File: config.mk
export PLATFORM = sky130hd
export DESIGN_NAME = mem_bus_arbiter
export DESIGN_NICKNAME = d
export VERILOG_FILES = /design/src/rtl/mem_bus_arbiter.sv
export SDC_FILE = /design/constraint.sdc
export NUM_CORES = 1
export LEC_CHECK = 0
export BUFFER_PORTS_ARGS = -buffer_cell sky130_fd_sc_hd__buf_4
export CAP_MARGIN = 20
export CORE_UTILIZATION = 50
export CTS_BUF_LIST = sky130_fd_sc_hd__clkbuf_8
export DETAILED_ROUTE_END_ITERATION = 16
export GPL_TIMING_DRIVEN = 0
export PLACE_DENSITY = 0.91
export SYNTH_ARGS = -nofsm -noshare
export SYNTH_HDL_FRONTEND = slang
export SYNTH_SLANG_ARGS = --single-unit
export TNS_END_PERCENT = 100
File: constraint.sdc
create_clock -name clk -period 2.2 [get_ports clk]
set_input_delay 0.11 -clock clk [delete_from_list [all_inputs] [get_ports clk]]
set_output_delay 0.11 -clock clk [all_outputs]
set_load 0.01 [all_outputs]
File: src/rtl/mem_bus_arbiter.sv
// Shares one external memory bus between instruction fetch and load/store, one access at a time.
// Optional `MEM_BUS_ARB_ROUND_ROBIN_EN: alternate grants on contention instead of fixed mem priority.
module mem_bus_arbiter (
   input  logic        clk,
   input  logic        reset,
   input  logic        fetch_valid,
   input  logic [31:0] fetch_address,
   output logic [31:0] fetch_data,
   output logic        fetch_ready,
   input  logic        mem_load,
   input  logic        mem_store,
   input  logic [31:0] mem_address,
   input  logic [31:0] mem_store_data,
   input  logic [1:0]  mem_size,
   input  logic        mem_signed,
   output logic [31:0] mem_load_data,
   output logic        mem_ready,
   output logic        ext_valid,
   output logic        ext_instruction,
   input  logic        ext_ready,
   output logic [31:0] ext_address,
   output logic [31:0] ext_write_data,
   output logic [3:0]  ext_write_strobe,
   input  logic [31:0] ext_read_data
);

   typedef enum logic [2:0] {IDLE, FETCH, MEM, RESP_F, RESP_M} state_t;

   state_t      state_q, state_d;
   logic        ext_valid_q, ext_valid_d;
   logic        ext_instruction_q, ext_instruction_d;
   logic [31:0] ext_address_q, ext_address_d;
   logic [31:0] ext_write_data_q, ext_write_data_d;
   logic [3:0]  ext_write_strobe_q, ext_write_strobe_d;
   logic        fetch_ready_q, fetch_ready_d;
   logic        mem_ready_q, mem_ready_d;
   logic [31:0] fetch_data_q, fetch_data_d;
   logic [31:0] mem_load_data_q, mem_load_data_d;
   logic [1:0]  size_q, size_d;
   logic        sign_q, sign_d;
   logic [1:0]  off_q, off_d;
   logic        mem_req;
   logic        grant_mem;
   logic        unused_fetch_lsb;

   assign unused_fetch_lsb = ^fetch_address[1:0];

   function automatic logic [1:0] lane_offset(input logic [1:0] size, input logic [1:0] addr_lo);
      case (size)
         2'd0:    return addr_lo;
         2'd1:    return {addr_lo[1], 1'b0};
         default: return 2'b00;
      endcase
   endfunction

   function automatic logic [3:0] byte_strobe(input logic [1:0] size, input logic [1:0] addr_lo);
      case (size)
         2'd0:    return 4'b0001 << addr_lo;
         2'd1:    return 4'b0011 << {addr_lo[1], 1'b0};
         default: return 4'b1111;
      endcase
   endfunction

   function automatic logic [31:0] replicate(input logic [1:0] size, input logic [31:0] d);
      case (size)
         2'd0:    return {4{d[7:0]}};
         2'd1:    return {2{d[15:0]}};
         default: return d;
      endcase
   endfunction

   function automatic logic [31:0] extend_load(input logic [31:0] rd, input logic [1:0] size,
                                               input logic [1:0] off, input logic sgn);
      logic [31:0] sh;
      sh = rd >> {off, 3'b000};
      case (size)
         2'd0:    return sgn ? {{24{sh[7]}}, sh[7:0]} : {24'b0, sh[7:0]};
         2'd1:    return sgn ? {{16{sh[15]}}, sh[15:0]} : {16'b0, sh[15:0]};
         default: return sh;
      endcase
   endfunction

   assign mem_req = mem_load | mem_store;

`ifdef MEM_BUS_ARB_ROUND_ROBIN_EN
   // last_fetch_q = 1 means the previous grant went to fetch; resets that way so mem wins first.
   logic last_fetch_q, last_fetch_d;
   assign grant_mem = mem_req & (~fetch_valid | last_fetch_q);
`else
   assign grant_mem = mem_req;
`endif

   always_comb begin
      state_d            = state_q;
      ext_valid_d        = ext_valid_q;
      ext_instruction_d  = ext_instruction_q;
      ext_address_d      = ext_address_q;
      ext_write_data_d   = ext_write_data_q;
      ext_write_strobe_d = ext_write_strobe_q;
      fetch_ready_d      = 1'b0;
      mem_ready_d        = 1'b0;
      fetch_data_d       = fetch_data_q;
      mem_load_data_d    = mem_load_data_q;
      size_d             = size_q;
      sign_d             = sign_q;
      off_d              = off_q;
`ifdef MEM_BUS_ARB_ROUND_ROBIN_EN
      last_fetch_d       = last_fetch_q;
`endif
      case (state_q)
         IDLE: begin
            if (grant_mem) begin
               state_d            = MEM;
               ext_valid_d        = 1'b1;
               ext_instruction_d  = 1'b0;
               ext_address_d      = {mem_address[31:2], 2'b00};
               ext_write_data_d   = replicate(mem_size, mem_store_data);
               ext_write_strobe_d = mem_store ? byte_strobe(mem_size, mem_address[1:0]) : 4'b0000;
               size_d             = mem_size;
               sign_d             = mem_signed;
               off_d              = lane_offset(mem_size, mem_address[1:0]);
`ifdef MEM_BUS_ARB_ROUND_ROBIN_EN
               last_fetch_d       = 1'b0;
`endif
            end else if (fetch_valid) begin
               state_d            = FETCH;
               ext_valid_d        = 1'b1;
               ext_instruction_d  = 1'b1;
               ext_address_d      = {fetch_address[31:2], 2'b00};
               ext_write_data_d   = 32'h0;
               ext_write_strobe_d = 4'b0000;
`ifdef MEM_BUS_ARB_ROUND_ROBIN_EN
               last_fetch_d       = 1'b1;
`endif
            end
         end
         FETCH: begin
            if (ext_ready) begin
               state_d       = RESP_F;
               ext_valid_d   = 1'b0;
               fetch_data_d  = ext_read_data;
               fetch_ready_d = 1'b1;
            end
         end
         MEM: begin
            if (ext_ready) begin
               state_d         = RESP_M;
               ext_valid_d     = 1'b0;
               mem_load_data_d = extend_load(ext_read_data, size_q, off_q, sign_q);
               mem_ready_d     = 1'b1;
            end
         end
         // Response cycles always return to IDLE so a held request cannot be re-granted early.
         RESP_F, RESP_M: state_d = IDLE;
         default:        state_d = IDLE;
      endcase
   end

   always_ff @(posedge clk or negedge reset) begin
      if (!reset) begin
         state_q            <= IDLE;
         ext_valid_q        <= 1'b0;
         ext_instruction_q  <= 1'b0;
         ext_address_q      <= 32'h0;
         ext_write_data_q   <= 32'h0;
         ext_write_strobe_q <= 4'b0000;
         fetch_ready_q      <= 1'b0;
         mem_ready_q        <= 1'b0;
         fetch_data_q       <= 32'h0;
         mem_load_data_q    <= 32'h0;
         size_q             <= 2'd0;
         sign_q             <= 1'b0;
         off_q              <= 2'd0;
`ifdef MEM_BUS_ARB_ROUND_ROBIN_EN
         last_fetch_q       <= 1'b1;
`endif
      end else begin
         state_q            <= state_d;
         ext_valid_q        <= ext_valid_d;
         ext_instruction_q  <= ext_instruction_d;
         ext_address_q      <= ext_address_d;
         ext_write_data_q   <= ext_write_data_d;
         ext_write_strobe_q <= ext_write_strobe_d;
         fetch_ready_q      <= fetch_ready_d;
         mem_ready_q        <= mem_ready_d;
         fetch_data_q       <= fetch_data_d;
         mem_load_data_q    <= mem_load_data_d;
         size_q             <= size_d;
         sign_q             <= sign_d;
         off_q              <= off_d;
`ifdef MEM_BUS_ARB_ROUND_ROBIN_EN
         last_fetch_q       <= last_fetch_d;
`endif
      end
   end

   assign ext_valid        = ext_valid_q;
   assign ext_instruction  = ext_instruction_q;
   assign ext_address      = ext_address_q;
   assign ext_write_data   = ext_write_data_q;
   assign ext_write_strobe = ext_write_strobe_q;
   assign fetch_ready      = fetch_ready_q;
   assign mem_ready        = mem_ready_q;
   assign fetch_data       = fetch_data_q;
   assign mem_load_data    = mem_load_data_q;

endmodule

### Word-level counts from Yosys, hierarchy flattened

Cells that the tools add are included.
W data, S select, Z words.

| cells by class | value |
|---|---|
| eq/ne operators | 8 |
| shifts and indexed selects | 3 |
| muxes and demuxes | 26 |
| bitwise operators | 1 |
| reduce and logical (&&, ||, !) cells | 12 |

Operators by type and width:

| kind | count |
|---|---|
| $mux W32 | 6 |
| $pmux W32 S2 | 2 |
| $shr A32 B5 Y32 | 1 |
| $mux W3 | 4 |
| $mux W4 | 3 |
| $pmux W3 S3 | 1 |
| $pmux W4 S2 | 1 |
| $reduce_and A2 Y1 | 4 |
| $mux W1 | 7 |
| $reduce_and A3 Y1 | 2 |
| $eq A2 B1 Y1 const B | 2 |
| $logic_not A2 Y1 | 2 |
| $ne A2 B2 Y1 const B | 2 |
| $pmux W2 S2 | 1 |
| $reduce_bool A2 Y1 | 2 |
| $shl A1 B2 Y4 const A | 1 |
| $shl A2 B2 Y4 const A | 1 |
| $eq A3 B1 Y1 const B | 1 |
| $eq A3 B2 Y1 const B | 1 |
| $logic_not A3 Y1 | 1 |
| $ne A3 B3 Y1 const B | 1 |
| $ne A2 B1 Y1 const B | 1 |
| $pmux W1 S2 | 1 |
| $reduce_or A2 Y1 | 1 |
| $or A1 B1 Y1 | 1 |

| word-level totals | value |
|---|---|
| register bits | 144 |
| output and inout port bits | 136 |

### Depth between registers and ports, before layout

Gate-level depths: netlist of the first run.

| depth | value |
|---|---|
| word-level depth | 4 |
| mapped depth | 7 |
| depth with buffers taken out | 4 |

### Worst setup path before layout of the first run

OpenSTA, ideal clock, no wires.

| timing path | value |
|---|---|
| path kind | reg-to-reg |
| start | register off_q[1] |
| end | register mem_load_data_q[16] (netlist: mem_load_data[16]) |
| library setup time | 0.067 ns |
| arrival | 1.896 ns |
| path slack | 0.236 ns |
| cell stages (with the launch flop) | 6 |
| buffers on the path | 2 |
| period minus slack after synthesis | 1.964 ns |
| cell sequence | dfrtp_1 > clkbuf_1 > mux4_2 > or4b_1 > buf_4 > nand3_2 |

| between the ends | value |
|---|---|
| word-level cells in the longest chain between the ends | 3 |
| elaborated cells between the ends (all ways) | 4 |
| those cells by class | 1 x shift; 3 x mux |

RTL lines:

| item | line | source |
|---|---|---|
| from (decl) | 41 | `logic [1:0] off_q, off_d;` |
| from (signal assigned) | 173 | `off_q <= 2'd0;` |
| from (signal assigned) | 190 | `off_q <= off_d;` |
| $shr A32 B5 Y32 (*) | 75 | `sh = rd >> {off, 3'b000};` |
| $mux W32, on equally long branches | 78, 77 |  |
| $pmux W32 S2 (*) | 76 | `case (size)` |
| to (signal assigned) | 187 | `mem_load_data_q <= mem_load_data_d;` |
| to (decl) | 38 | `logic [31:0] mem_load_data_q, mem_load_data_d;` |

Every way passes the cells marked *; elsewhere a longest branch is shown, timed or not.
A chain may end at the register's enable or synchronous reset.

### Worst setup path in the final report of the first run

| timing path | value |
|---|---|
| start | input port mem_store |
| end | register ext_address_q[28] (netlist: ext_address[28]) |

| between the ends | value |
|---|---|
| word-level cells in the longest chain between the ends | 3 |
| elaborated cells between the ends (all ways) | 4 |
| those cells by class | 1 x mux; 1 x bitwise; 2 x reduce/logical |

RTL lines:

| item | line | source |
|---|---|---|
| from (decl) | 11 | `input logic mem_store,` |
| $or A1 B1 Y1 (*) | 83 | `assign mem_req = mem_load \| mem_store;` |
| $reduce_bool A2 Y1 (no line) | n/a |  |
| $reduce_and A2 Y1 (no line) | n/a |  |
| to (signal assigned) | 181 | `ext_address_q <= ext_address_d;` |
| to (decl) | 32 | `logic [31:0] ext_address_q, ext_address_d;` |

Marks and branches as above.

==> impl_metrics.yaml, run 1 <==
route:
  drc: 0
  wl_mm: 27.5
  drt-vias-per-instance: 5.90
  wire_per_inst_um: 22.9
  drtIter0Drc: 688
  detail-route-antenna-nets: 0
  dr.pass1.iters: 5
  vias: 7076
logic_synthesis:
  yosysTopAreaCell: "dfrtp_1"
  synthTopCellsByArea: "dfrtp_1, mux2i_1, mux2_2"
  synth_area_mm2: 0.00642
  ys_seq_elements: 142
  yosys_warnings: 0
  syn_area_per_cell_um2: 10.8
  postSynthCellCount: 592
  yosysUniqueCellTypes: 36
  ys_seq_area_share_pct: 55.4
  netlist.area_leader.share_pct: 55.4
critical_path:
  rr_startpoint: "state_q[1]"
  worst-path-max-fanout: 10
  cp_slowest_stage_delay_ns: 0.54
  critical_path_class: "in -> reg"
  cp_slowest_cell: "dlygate4sd3_1"
  r2r_end: "ext_address[28]"
  worstPathCellList: "dlygate4sd3_1, buf_4, or2_2, o21ai_2, buf_2, clkbuf_2, nand2_1, o21ai_0"
  r2r_slack_ns: -0.01
  reg2reg_depth: 7
  cp-end-kind: "register"
  cp-start-kind: "primary input"
  critPathArrivalTime_ns: 2.60
  required_ns: 2.58
hold_path:
  min-delay-start: "mem_store_data[17]"
  hp-class: "in -> reg"
  min_path_cells: 3
  hold_end: "ext_write_data[17]"
cells_and_area:
  area_growth_pct: 63.0
  layout.nets: 1144
  drive_above_1_share_pct: 37.5
clocking:
  cts_tree: "yes"
  cts.sinks: 142
  root_buffer: "clkbuf_8"
  path_clk_slew_ns: 0.08
  max-clock-path-buffers: 2
  clock_latency_ns: 0.47
  h-tree-depth: 4
  numCtsBuffers: 17
place:
  place_ws_ns: -0.282
  dpl.hpwl_mm: 15.0
  finalWeightedCongestion: 0.851
  port_buffers: 267
floorplanning:
  die_h_um: 115
  start_util_pct: 51.1
  die_area_mm2: 0.0133
  core_mm2: 0.0126
  ioPinCount: 273
  die_x_um: 115
  rows: 41
sta:
  min_period_ns: 2.22
  worst_pin_slew_ns: 0.813
  worst_slack_ns: -0.0212
  slew_headroom_pct: 45.6
  hold_viol_final: 0
  setup_viol: 1
  tns_ns: -0.0212
  fin_skew_ns: 0.0144
  hold_slack_ns: 0.0109
  fmax_mhz: 450
  slew_viol_final: 0
  fin_crit_sh_pct: 101
global_routing:
  grt_pass1_wl_mm: 42.7
  grt_pass1_vias: 7511
  gr-total-overflow: 0
  grt_max_degree: 75
  track_usage_pct: 44.6
  antenna_found_initial: 9
run:
  drv_cap: 0
run_status:
  violations: "negative setup slack"
  outcome: "complete, but fails checks"
power_and_ir_drop:
  powerDensity_mw_per_mm2: 1280
  p_leak_nw: 5.09
  ir_drop_v: 0.000767
  p_total_w: 0.0134
==> per-stage QoR <==
| step | utilization [%] | area [um^2] | std cells |
|---|---|---|---|
| final | 83.3 | 10500 | 1200 |
| after global routing | 83.2 | 10500 | 1195 |
| after CTS | 82.6 | 10400 | 1191 |
| after detailed placement | 69.0 | 8670 | 1033 |
| after global placement | 68.8 | 8640 | 1032 |
| after floorplan | - | 6420 | 593 |
==> kinds of logic (layout without fill, tap and decap cells) <==
| kind of cell | Yosys count | in the layout | synth area share (%) |
|---|---|---|---|
| buffers and inverters | 43 | 470 | 2.81 |
| AO/OA/AOI/OAI | 122 | 122 | 11.0 |
| other | 1 | 10 | 0.0584 |
| AND/OR/NAND/NOR | 179 | 179 | 13.2 |
| multiplexers | 105 | 105 | 17.5 |
| flip-flops | 142 | 142 | 55.4 |
==> report_power, final <==
part           switching (W)  internal (W)
logic                0.00342       0.00290
clock network        0.00103       0.00129
registers           0.000930       0.00382
==> synthesized netlist by cell type, drive strengths merged <==
cell and instances:
dfrtp 142, nand2 93, o21ai 80, mux2i 56, mux2 48, clkbuf 33
nor2 31, nor2b 20, a21oi 17, nand3 14, a221o 9, a22o 8
buf 8, and2 7, nor3 5, o31ai 3, nand2b 2, or2 2
a2111oi 1, a31oi 1, a32o 1, clkinv 1, conb 1, inv 1
mux4 1, nand3b 1, nand4bb 1, nor3b 1, nor4b 1, o22ai 1
o2bb2ai 1, or4b 1
==> routing by layer <==
metal | routed length (um) | global-route usage [%] | vias to the layer above
li1 | - | - | 2896
met1 | 9110 | 47.0 | 3388
met2 | 13600 | 70.0 | 594
met3 | 2620 | 20.5 | 196
met4 | 2140 | 34.0 | 2
met5 | 80 | 0 | -
==> registers in the layout, summed over array words and instances (netlist names) <==
signal / flops
state_q: 3
off_q: 2
sign_q: 1
ext_valid: 1
ext_write_data: 32
ext_address: 30
fetch_ready: 1
ext_write_strobe: 4
ext_instruction: 1
mem_load_data: 32
mem_ready: 1
fetch_data: 32
size_q: 2
==> cell usage in the layout, fill, tap and decap left out, types with 2 or more instances in the layout <==
cell type / count
buf_6: 2
clkinv_2: 2
inv_1: 5
bufinv_16: 3
conb_1: 2
and2_1: 7
clkbuf_2: 10
a22o_1: 8
diode_2: 8
buf_4: 272
a221o_1: 9
o31ai_1: 3
nor3_1: 3
dlygate4sd3_1: 126
nand2b_1: 2
dfrtp_1: 142
clkbuf_1: 21
nor2b_1: 20
nand3_1: 7
mux2_2: 48
nand2_1: 93
clkbuf_8: 23
nand3_2: 7
buf_1: 2
o21ai_2: 4
nor3_4: 2
or2_2: 2
a21oi_1: 17
o21ai_0: 75
mux2i_1: 56
nor2_1: 30
==> layout make-up <==
class | count | area (um^2)
clock inverter | 9 | 115
timing repair buffer | 397 | 3320
clock buffer | 23 | 317
tap | 172 | 215
buffer | 39 | 183
fill | 633 | 2100
antenna | 8 | 20.0
sequential | 142 | 3550
multi-input combinational | 408 | 2730
inverter | 2 | 7.51
==> repair_timing <==
item                                   in CTS  in global routing
setup buffers                               0                  3
resized for setup                           6                 31
endpoints found under the hold margin     177                  0
pin swaps                                   0                  0
hold buffers                              126                  0
setup endpoints to repair                  75                 73
==> worst max path at each step <==
stage | from | to | slack, ns | cells past startpoint
2_1_floorplan | off_q[1] | mem_load_data[16] | 0.24 | 5
4_1_cts | state_q[1] | fetch_data[18] | 0.007 | 4
5_1_grt | mem_store | ext_address[28] | -0.19 | 8
6_report | mem_store | ext_address[28] | -0.02 | 8
3_3_place_gp | state_q[1] | fetch_data[4] | -0.36 | 4
3_5_place_dp | state_q[1] | ext_address[26] | -0.28 | 7
==> worst max-delay path: cells and delay by family <==
kind | cells | cell delay, ns
buffers and inverters | 4 | 1.37
AO/OA/AOI/OAI | 2 | 0.60
AND/OR/NAND/NOR | 2 | 0.52
(Power assumes the default switching activity.)
==> run 2, diff against run 1 <==
--- a/config.mk
+++ b/config.mk
@@ -6,12 +6,13 @@
 export NUM_CORES = 1
 export LEC_CHECK = 0
 export BUFFER_PORTS_ARGS = -buffer_cell sky130_fd_sc_hd__buf_4
-export CAP_MARGIN = 20
-export CORE_UTILIZATION = 50
+export CAP_MARGIN = 5
+export CORE_ASPECT_RATIO = 0.6
+export CORE_UTILIZATION = 53
 export CTS_BUF_LIST = sky130_fd_sc_hd__clkbuf_8
 export DETAILED_ROUTE_END_ITERATION = 16
 export GPL_TIMING_DRIVEN = 0
-export PLACE_DENSITY = 0.91
+export PLACE_DENSITY = 0.95
 export SYNTH_ARGS = -nofsm -noshare
 export SYNTH_HDL_FRONTEND = slang
 export SYNTH_SLANG_ARGS = --single-unit
==> constraint.sdc (replaced) <==
create_clock -name clk -period 2.7 [get_ports clk]
set_input_delay 0.135 -clock clk [delete_from_list [all_inputs] [get_ports clk]]
set_output_delay 0.135 -clock clk [all_outputs]
set_load 0.01 [all_outputs]
==> impl_metrics.yaml, run 2 (synthesized netlist as in run 1, its figures left out) <==
sta:
  min_period_ns: 2.59
  slew_viol_final: 0
  worst_slack_ns: 0.107
  fmax_mhz: 386
  fin_skew_ns: 0.0145
  worst_pin_slew_ns: 1.06
  setup_viol: 0
  fin_crit_sh_pct: 96.0
  hold_slack_ns: 0.00916
  slew_headroom_pct: 28.7
  hold_viol_final: 0
run:
  drv_cap: 0
route:
  drc: 0
  vias: 6805
  detail-route-antenna-nets: 0
  drt-vias-per-instance: 5.98
  wire_per_inst_um: 22.0
  dr.pass1.iters: 5
  wl_mm: 25.1
  drtIter0Drc: 575
floorplanning:
  die_x_um: 144
  die_area_mm2: 0.0126
  die_h_um: 87.2
  ioPinCount: 273
  start_util_pct: 55.5
  core_mm2: 0.0116
  rows: 30
power_and_ir_drop:
  p_leak_nw: 4.83
  ir_drop_v: 0.000611
  powerDensity_mw_per_mm2: 1070
clocking:
  numCtsBuffers: 17
  root_buffer: "clkbuf_8"
  max-clock-path-buffers: 2
  path_clk_slew_ns: 0.09
  cts_tree: "yes"
  clock_latency_ns: 0.43
  cts.sinks: 142
  h-tree-depth: 4
critical_path:
  cp-end-kind: "register"
  critPathMostFrequentCell: "clkbuf_1"
  required_ns: 3.01
  critical_path_class: "reg -> reg"
  worst-path-max-fanout: 10
  path_buf_inv: 3
  critPathArrivalTime_ns: 2.90
  cp-start-kind: "register"
  critical-path-top-delay-family: "buffers and inverters"
  worstPathCellList: "clkbuf_1, nor3_2, o21ai_1, clkbuf_1, buf_1, nand2_1, o21ai_0"
  cp_slowest_stage_delay_ns: 0.53
  cp_slowest_cell: "clkbuf_1"
run_status:
  outcome: "finished, final reports clean"
cells_and_area:
  layout.nets: 1102
  final_common_cell: "buf_4"
  finalInstanceArea_mm2: 0.00995
  drive_above_1_share_pct: 37.3
  final_cell_mix: "buf_4, dfrtp_1, nand2_1"
  fill_cells: 584
  n_antenna_cell: 0
  area_growth_pct: 55.0
  instances_no_fill: 1138
global_routing:
  track_usage_pct: 41.1
  grt_pass1_vias: 7040
  antenna_found_initial: 0
  grt_pass1_wl_mm: 38.0
  grt_max_degree: 83
  gr-total-overflow: 0
place:
  port_buffers: 267
  dp.cells: 1021
  place_area_mm2: 0.00866
  finalWeightedCongestion: 0.899
  place_ws_ns: 0.102
  dpl.hpwl_mm: 15.7
hold_path:
  hp-class: "in -> reg"
run 2: changes by cell type in the layout (fill, tap and decap cells not counted), moves of 3 or more:
cell           delta
dlygate4sd3_1    -41
clkbuf_1         +12
clkbuf_2         -10
diode_2           -8
clkinvlp_4        +5
clkbuf_8          -4
o21ai_0           +4
o21ai_2           -4
buf_4             -3
inv_1             -3
inv_6             +3
run 2: power by group:
part	total (W)	internal (W)	switching [W]	leakage, nW
Sequential	0.00379	0.00311	0.000680	1.78
Combinational	0.00497	0.00227	0.00270	2.84
Clock	0.00185	0.000968	0.000882	0.203
Total	0.0106	0.00635	0.00426	4.83
run 2: path summary, 6_finish.rpt:
kind / startpoint / end / slack, ns / cells past startpoint
max: state_q[1] / ext_address[29] / 0.11 / 7
min: mem_store_data[17] / ext_write_data[17] / 0.009 / 3
max reg2reg: state_q[1] / ext_address[29] / 0.11 / 7
min reg2reg: ext_write_data[17] / ext_write_data[17] / 0.49 / 2
max in group asynchronous: reset / mem_load_data[23] / 1.59 / 3
min in group asynchronous: reset / ext_write_data[14] / 0.30 / 2
run 2: final cells by class:
class                   instances  area, um^2  area share (%)
multi-input cells             408        2700            27.2
flip-flops and latches        142        3550            35.7
repair buffers                353        2890            29.0
plain buffers                  41         173            1.74
well taps                     160         200            2.01
clock inverters                13         163            1.64
clock buffers                  19         262            2.63
inverters                       2        7.51          0.0755
run 2: worst register-to-register path, cell delays in order (launching register included):
cell      delay [ns]
dfrtp_1         0.34
clkbuf_1        0.32
nor3_2          0.16
o21ai_1         0.43
clkbuf_1        0.53
buf_1           0.44
nand2_1         0.10
o21ai_0         0.15
run 2: per-stage QoR:
| stage | utilization [%] | total power, W | setup TNS [ns] |
|---|---|---|---|
| after floorplan | - | 0.00588 | 0 |
| after global placement | 74.6 | 0.00809 | 0 |
| after detailed placement | 74.9 | 0.00834 | 0 |
| after CTS | 85.9 | 0.0103 | 0 |
| after global routing | 86.0 | 0.0111 | -0.00545 |
| final | 86.0 | 0.0106 | 0 |
run 2: repair_timing:
action	CTS	global route
setup buffers	0	0
hold buffers	85	0
endpoints found under the setup margin	0	19
resized for setup	0	3
endpoints found under the hold margin	138	0
run 2: metal layers:
layer  global-route usage, %  share of wire (%)  vias up
li1                        -                  -     2806
met1                    50.3                 38     3317
met2                    66.5                 47      555
met3                    11.7                 10      127
met4                    22.2                4.4        0
met5                       0                  0        -
